==> src/rtl/seq_updn_fsm.sv <==
// seq_updn_fsm
//   Modulo-MOD up/down state sequencer with a wrap or saturate end mode,
//   a clamped synchronous load, a Moore match decode and a saturating
//   counter of entries into the match state.
//
// Ports
//   clk       in   rising-edge clock
//   rst_n     in   asynchronous active-low reset
//   en        in   step enable
//   A         in   direction: 0 = up (+1), 1 = down (-1)
//   sat       in   end mode: 0 = wrap, 1 = saturate at 0 and MOD-1
//   ld        in   synchronous load strobe (beats en)
//   ld_val    in   [W-1:0] load value, clamped to MOD-1
//   clr_hits  in   synchronous clear of hits
//   state     out  [W-1:0] current state
//   Y         out  high while state == MATCH
//   wrap      out  one-cycle pulse after a wrapping step
//   hits      out  [HW-1:0] saturating count of entries into MATCH
module seq_updn_fsm #(
  parameter int W     = 2,
  parameter int MOD   = 4,
  parameter int MATCH = 3,
  parameter int HW    = 8
) (
  input  logic          clk,
  input  logic          rst_n,
  input  logic          en,
  input  logic          A,
  input  logic          sat,
  input  logic          ld,
  input  logic [W-1:0]  ld_val,
  input  logic          clr_hits,
  output logic [W-1:0]  state,
  output logic          Y,
  output logic          wrap,
  output logic [HW-1:0] hits
);

  localparam logic [W-1:0]  ZERO_W   = W'(0);
  localparam logic [W-1:0]  ONE_W    = W'(1);
  localparam logic [W-1:0]  MAX_W    = W'(MOD - 1);
  localparam logic [W-1:0]  MATCH_W  = W'(MATCH);
  // One extra bit so MOD == 2**W still compares correctly.
  localparam logic [W:0]    MOD_X    = (W+1)'(MOD);
  localparam logic [HW-1:0] HITS_ONE = HW'(1);
  localparam logic [HW-1:0] HITS_MAX = {HW{1'b1}};

  logic [W-1:0]  state_r;
  logic          wrap_r;
  logic [HW-1:0] hits_r;

  logic [W-1:0]  nxt_state_s;
  logic          nxt_wrap_s;
  logic [HW-1:0] nxt_hits_s;
  logic          entry_s;

  // State, wrap pulse and hit counter registers.
  always_ff @(posedge clk or negedge rst_n) begin
    if (!rst_n) begin
      state_r <= ZERO_W;
      wrap_r  <= 1'b0;
      hits_r  <= {HW{1'b0}};
    end else begin
      state_r <= nxt_state_s;
      wrap_r  <= nxt_wrap_s;
      hits_r  <= nxt_hits_s;
    end
  end

  // Next state: load beats step beats hold; wrap flagged only on a real wrap.
  always_comb begin
    nxt_state_s = state_r;
    nxt_wrap_s  = 1'b0;
    if (ld) begin
      if ({1'b0, ld_val} >= MOD_X) begin
        nxt_state_s = MAX_W;
      end else begin
        nxt_state_s = ld_val;
      end
    end else if (en) begin
      if (!A) begin
        if (state_r == MAX_W) begin
          if (sat) begin
            nxt_state_s = state_r;
          end else begin
            nxt_state_s = ZERO_W;
            nxt_wrap_s  = 1'b1;
          end
        end else begin
          nxt_state_s = state_r + ONE_W;
        end
      end else begin
        if (state_r == ZERO_W) begin
          if (sat) begin
            nxt_state_s = state_r;
          end else begin
            nxt_state_s = MAX_W;
            nxt_wrap_s  = 1'b1;
          end
        end else begin
          nxt_state_s = state_r - ONE_W;
        end
      end
    end else begin
      nxt_state_s = state_r;
    end
  end

  // Hit counter: an entry is any transition into MATCH from elsewhere.
  always_comb begin
    entry_s    = (nxt_state_s == MATCH_W) && (state_r != MATCH_W);
    nxt_hits_s = hits_r;
    if (clr_hits) begin
      if (entry_s) begin
        nxt_hits_s = HITS_ONE;
      end else begin
        nxt_hits_s = {HW{1'b0}};
      end
    end else if (entry_s && (hits_r != HITS_MAX)) begin
      nxt_hits_s = hits_r + HITS_ONE;
    end else begin
      nxt_hits_s = hits_r;
    end
  end

  // Outputs: Y decoded from the state register only.
  always_comb begin
    state = state_r;
    Y     = (state_r == MATCH_W);
    wrap  = wrap_r;
    hits  = hits_r;
  end

endmodule
==> config.mk <==
export PLATFORM = sky130hd
export DESIGN_NAME = seq_updn_fsm
export DESIGN_NICKNAME = d
export VERILOG_FILES = /design/src/rtl/seq_updn_fsm.sv
export SDC_FILE = /design/constraint.sdc
export NUM_CORES = 1
export LEC_CHECK = 0
export ABC_CLOCK_PERIOD_IN_PS = 2700
export BUFFER_PORTS_ARGS = -buffer_cell sky130_fd_sc_hd__buf_2
export CORE_ASPECT_RATIO = 1.1
export CORE_MARGIN = 2
export CORE_UTILIZATION = 35
export CTS_BUF_LIST = sky130_fd_sc_hd__clkbuf_16
export CTS_CLUSTER_DIAMETER = 30
export DETAILED_ROUTE_END_ITERATION = 10
export PLACE_DENSITY = 0.67
export SLEW_MARGIN = 20
export SYNTH_ARGS = -nofsm -noshare
export SYNTH_HDL_FRONTEND = slang
export SYNTH_SLANG_ARGS = --single-unit
==> constraint.sdc <==
create_clock -name clk -period 2.7 [get_ports clk]
set_input_delay 0.54 -clock clk [delete_from_list [all_inputs] [get_ports clk]]
set_output_delay 0.54 -clock clk [all_outputs]
set_load 0.1 [all_outputs]
* Yosys cells after proc, flatten, opt, wreduce, memory -nomap -nowiden
Index checks and enable logic that the tools add are counted. W data, S select, Z words.
Word-level totals: register bits after elaboration 11, input port bits 9, word-level logic and storage cells 30
Cells by class: add/subtract/negate cells 3, eq/ne operators 4, muxes and demuxes 16, reduce and logical (&&, ||, !) cells 4
Operator list (number):
- $mux W8 | 2
- $mux W2 | 7
- $add A8 B1 Y8 const B | 1
- $ne A8 B8 Y1 const B | 1
- $mux W1 | 7
- $eq A2 B2 Y1 const B | 2
- $add A2 B1 Y2 const B | 1
- $logic_and A1 B1 Y1 | 2
- $logic_not A2 Y1 | 1
- $ne A2 B2 Y1 const B | 1
- $reduce_bool A2 Y1 | 1
- $sub A2 B1 Y2 const B | 1

* Depth between registers and ports, before layout
word-level depth 10, gate-level depth with buffers 8

* Worst setup path before layout
No wires, ideal clock.
path kind flip-flop to flip-flop, start point reg state_r[1] (netlist: state[1]), end point reg hits_r[4] (netlist: hits[4]), arrival time 3.202 ns, required time 2.575 ns, slack -0.627 ns, stages on the path, launching flop included 8, cells stage by stage dfrtp_1 ha_1 nand3_1 o31ai_1 a2bb2oi_1 o31ai_1 nor4_2 mux2_2
On the way: longest elaborated chain between the ends 9, elaborated cells on any way between the ends 16
Ends and longest elaborated chain:
- from (decl) | line 48 | logic [W-1:0] state_r;
- from (signal assigned) | line 64 | state_r <= nxt_state_s;
- $eq A2 B2 Y1
- via Y | line 34 | output logic Y,
- $mux W2 | line 82 | if (state_r == MAX_W) begin
- $mux W2 | line 81 | if (!A) begin
- $mux W2 | line 80 | end else if (en) begin
- $mux W2 | line 74 | if (ld) begin
- $eq A2 B2 Y1 | line 111 | entry_s = (nxt_state_s == MATCH_W) && (state_r != MATCH_W);
- $logic_and A1 B1 Y1 | line 111
- $logic_and A1 B1 Y1 | line 119 | end else if (entry_s && (hits_r != HITS_MAX)) begin
- $reduce_bool A2 Y1 (no line)
- to (signal assigned) | line 62 | hits_r <= {HW{1'b0}};
- to (signal assigned) | line 66 | hits_r <= nxt_hits_s;
- to (decl) | line 50 | logic [HW-1:0] hits_r;
The timed path passes the listed nets, and every way through them passes these cells. A chain may end at the register's enable or synchronous reset.

* Worst setup path in the final report
start point reg state_r[1] (netlist: state[1]), end point reg hits_r[4] (netlist: hits[4])
On the way: longest elaborated chain between the ends 9, elaborated cells on any way between the ends 16
Ends and longest elaborated chain:
- $add A2 B1 Y2, or another cell as far along | line 90 | nxt_state_s = state_r + ONE_W;
- $mux W2 (on tied branches) | line 82, 93
- $mux W2 | line 81
- $mux W2 | line 80
- $mux W2 | line 74
- $eq A2 B2 Y1 | line 111
- $logic_and A1 B1 Y1 * | line 111
- $logic_and A1 B1 Y1 * | line 119
- $reduce_bool A2 Y1 (no line) *
Mark *: on every way between the ends. The rest lies on a longest branch, timed or not.

==> impl_metrics.yaml <==
global_routing:
  track_usage_pct: 14.5
  grt_overflow: 0
  grt_max_degree: 12
  grt_pass1_vias: 658
  grt_pass1_wl_mm: 2.84
  antenna_found_initial: 0
pwr:
  cellPowerDensity_nw_per_um2: 693
  p_clk_share_pct: 39.1
  vdd_drop_max_v: 0.000409
  p_sw_share_pct: 37.3
  combPwrFrac_pct: 32.2
  finalPower_uw: 679
  seq_power_share_pct: 28.7
  switchingPower_uw: 253
  intPower_uw: 426
  p_leak_nw: 0.491
floorplan:
  rows: 17
  io-pin-count: 21
  die_area_sq_um: 2550
  start_util_pct: 37.4
  core_sq_um: 2020
  die_h_um: 52.7
  die_x_um: 48.3
clock_network:
  cts_setup_buffers: 0
  cts_root_buffer: "clkbuf_16"
  cts_max_level: 1
  cts_tree: "done"
  clk_pin_slew_ns: 0.04
  cts_buffers: 3
  cts_resized: 0
  cts-hold-fix-buffers: 0
  clockBufferDepth: 2
  clkSinkCount: 11
  clock_latency_ns: 0.24
final_layout:
  fin_nets: 119
  antenna_cells: 0
  drive_gt1_share_pct: 31.4
  area.growth.synth_to_final_pct: 29.8
  post-route-util_pct: 48.5
synth:
  synth_seq_area_share_pct: 36.4
  syn_avg_cell_area_sq_um: 9.22
  ys.warnings.count: 0
  syn_inst: 82
  netlist_area_sq_um: 756
  ys_types: 33
  synth_seq_cells: 11
  syn-num-nets: 95
sta:
  fmax_mhz: 446
  skew_ns: 0.00399
  grt_setup_unrepaired: "false"
  setup_viol: 0
  hold_violations: 0
  worst_slew_pin_slew_ns: 0.650
  post-route-min-period_ns: 2.24
  fin_crit_sh_pct: 83.0
  fin_tns_setup_ns: 0
  slew_violations: 0
  max_slew_margin_pct: 56.3
critical_path:
  cp_slowest_cell: "dfrtp_2"
  crit_arrival_ns: 2.36
  critical_path_class: "register to register"
  required_ns: 2.82
  slowest_delay_ns: 0.41
  cp_common_cell: "o31ai_1"
  path_cells: "inv_1 -> ha_1 -> nand2_1 -> o31ai_1 -> a2bb2oi_1 -> o31ai_1 -> nor4_2 -> mux2_2"
  cp_max_fo: 6
  start_kind: "register"
  crit_path_end_kind: "register"
drt:
  first_pass_iters: 4
  drtAntennaViolNets: 0
  wirelength_mm: 1.59
  drt_iter0_markers: 11
  routedWlPerCell_um: 12.0
  drt-vias-per-instance: 5.08
  vias: 676
  drc: 0
status:
  outcome: "finished clean"
hold_path:
  hold_class: "input port to async pin"
placed_design:
  place_hpwl_mm: 1.21
  gp_congestion: 0.735
  port_buffers: 20
flow_run:
  cap_violations: 0
==> path summary, 6_finish.rpt <==
kind	cells past startpoint	to	startpoint	slack (ns)
max in group asynchronous	1	state[0]	rst_n	2.29
worst max register to register	8	hits[4]	state[1]	0.46
min in group clk	2	wrap	sat	0.54
worst min-delay path	1	hits[0]	rst_n	0.17
worst min register to register	2	hits[1]	hits[1]	0.59
worst max-delay path	8	hits[4]	state[1]	0.46
==> through the flow <==
step | std cells | hold WS, ns | setup WS [ns] | instance area, sq um
after floorplan | 82 | 0.244 | 0.206 | 771
after global placement | 129 | 0.437 | 0.556 | 902
after detailed placement | 129 | 0.432 | 0.483 | 902
after CTS | 133 | 0.180 | 0.454 | 981
after global routing | 133 | 0.198 | 0.270 | 981
final | 133 | 0.173 | 0.460 | 981
==> cells in the mapped netlist <==
cell type | number | area (sq um)
a2111oi_0 | 1 | 8.76
a21oi_1 | 2 | 10.0
a2bb2oi_1 | 1 | 8.76
a31oi_1 | 3 | 18.8
and2_1 | 2 | 12.5
and3_1 | 4 | 25.0
and3b_1 | 1 | 8.76
and4_1 | 1 | 8.76
and4b_1 | 1 | 10.0
clkbuf_1 | 1 | 3.75
dfrtp_1 | 11 | 275
ha_1 | 4 | 50.1
inv_1 | 5 | 18.8
mux2_1 | 2 | 22.5
mux2_2 | 3 | 33.8
mux2i_1 | 1 | 10.0
nand2_1 | 6 | 22.5
nand2b_1 | 1 | 6.26
nand3_1 | 4 | 20.0
nand3b_1 | 1 | 7.51
nor2_1 | 7 | 26.3
nor2b_1 | 5 | 31.3
nor3_1 | 3 | 15.0
nor4_1 | 1 | 6.26
nor4_2 | 1 | 12.5
o21a_1 | 2 | 15.0
o21ai_0 | 1 | 5.00
o21bai_1 | 1 | 7.51
o311a_2 | 1 | 11.3
o31a_2 | 1 | 10.0
o31ai_1 | 2 | 15.0
or2b_1 | 1 | 7.51
or3_4 | 1 | 11.3
==> registers in the layout, indices dropped and copies added, names as in the netlist <==
name / flops
hits: 8
wrap: 1
state: 2
==> layer usage <==
| metal | GRT usage [%] | vias to the layer above | wire, um |
|---|---|---|---|
| met5 | 0 | - | 0 |
| met4 | 5.71 | 0 | 8 |
| met3 | 4.00 | 2 | 90 |
| met2 | 25.7 | 17 | 731 |
| met1 | 16.8 | 309 | 762 |
| li1 | - | 348 | - |
==> cells by family (layout without fill, tap and decap cells) <==
logic type / count (synthesis) / count (layout) / synth area share (%)
flops: 11 / 11 / 36.4
mux: 6 / 6 / 8.77
simple gates: 40 / 40 / 30.6
fa+ha+maj: 4 / 4 / 6.62
compound gates: 15 / 15 / 14.6
buf+inv: 6 / 29 / 2.98
==> cell usage in the layout, fill, tap and decap left out, types with 2 or more instances in the layout <==
cell and instances:
dfrtp_2 2, nor3_1 3, o31ai_1 2, buf_2 20, mux2_1 2, nand3_1 4, mux2_2 3, o21a_1 2
and2_1 2, a21oi_1 2, clkbuf_16 3, and3_1 4, inv_1 6, dfrtp_1 9, nor2_1 7, a31oi_1 3
nand2_1 6, ha_1 3, nor2b_1 5
==> worst max-delay path, delay by kind of cell (launching register included) <==
family	cells	cell delay [ns]
AOI/OAI and AO/OA	3	0.63
DFF	1	0.41
and+or+nand+nor	2	0.36
muxes	1	0.35
adders and majority gates	1	0.27
buffers and inverters	1	0.09
==> power groups by stage <==
stage / Sequential, mW / Combinational [mW] / Clock (mW)
floorplan: 0.277 / 0.0992 / 0
global placement: 0.196 / 0.218 / 0
detailed placement: 0.197 / 0.218 / 0
CTS: 0.195 / 0.219 / 0.271
global route: 0.196 / 0.236 / 0.282
finish: 0.195 / 0.219 / 0.266
==> layout make-up <==
cell class,instances,area (sq um)
clock buffers,3,75.1
clock inverters,1,3.75
fillers,198,1040
inverters,5,18.8
multi-input cells,65,470
flip-flops and latches,11,278
well taps,28,35.0
repair buffers,20,100
(Power assumes the default switching activity.)
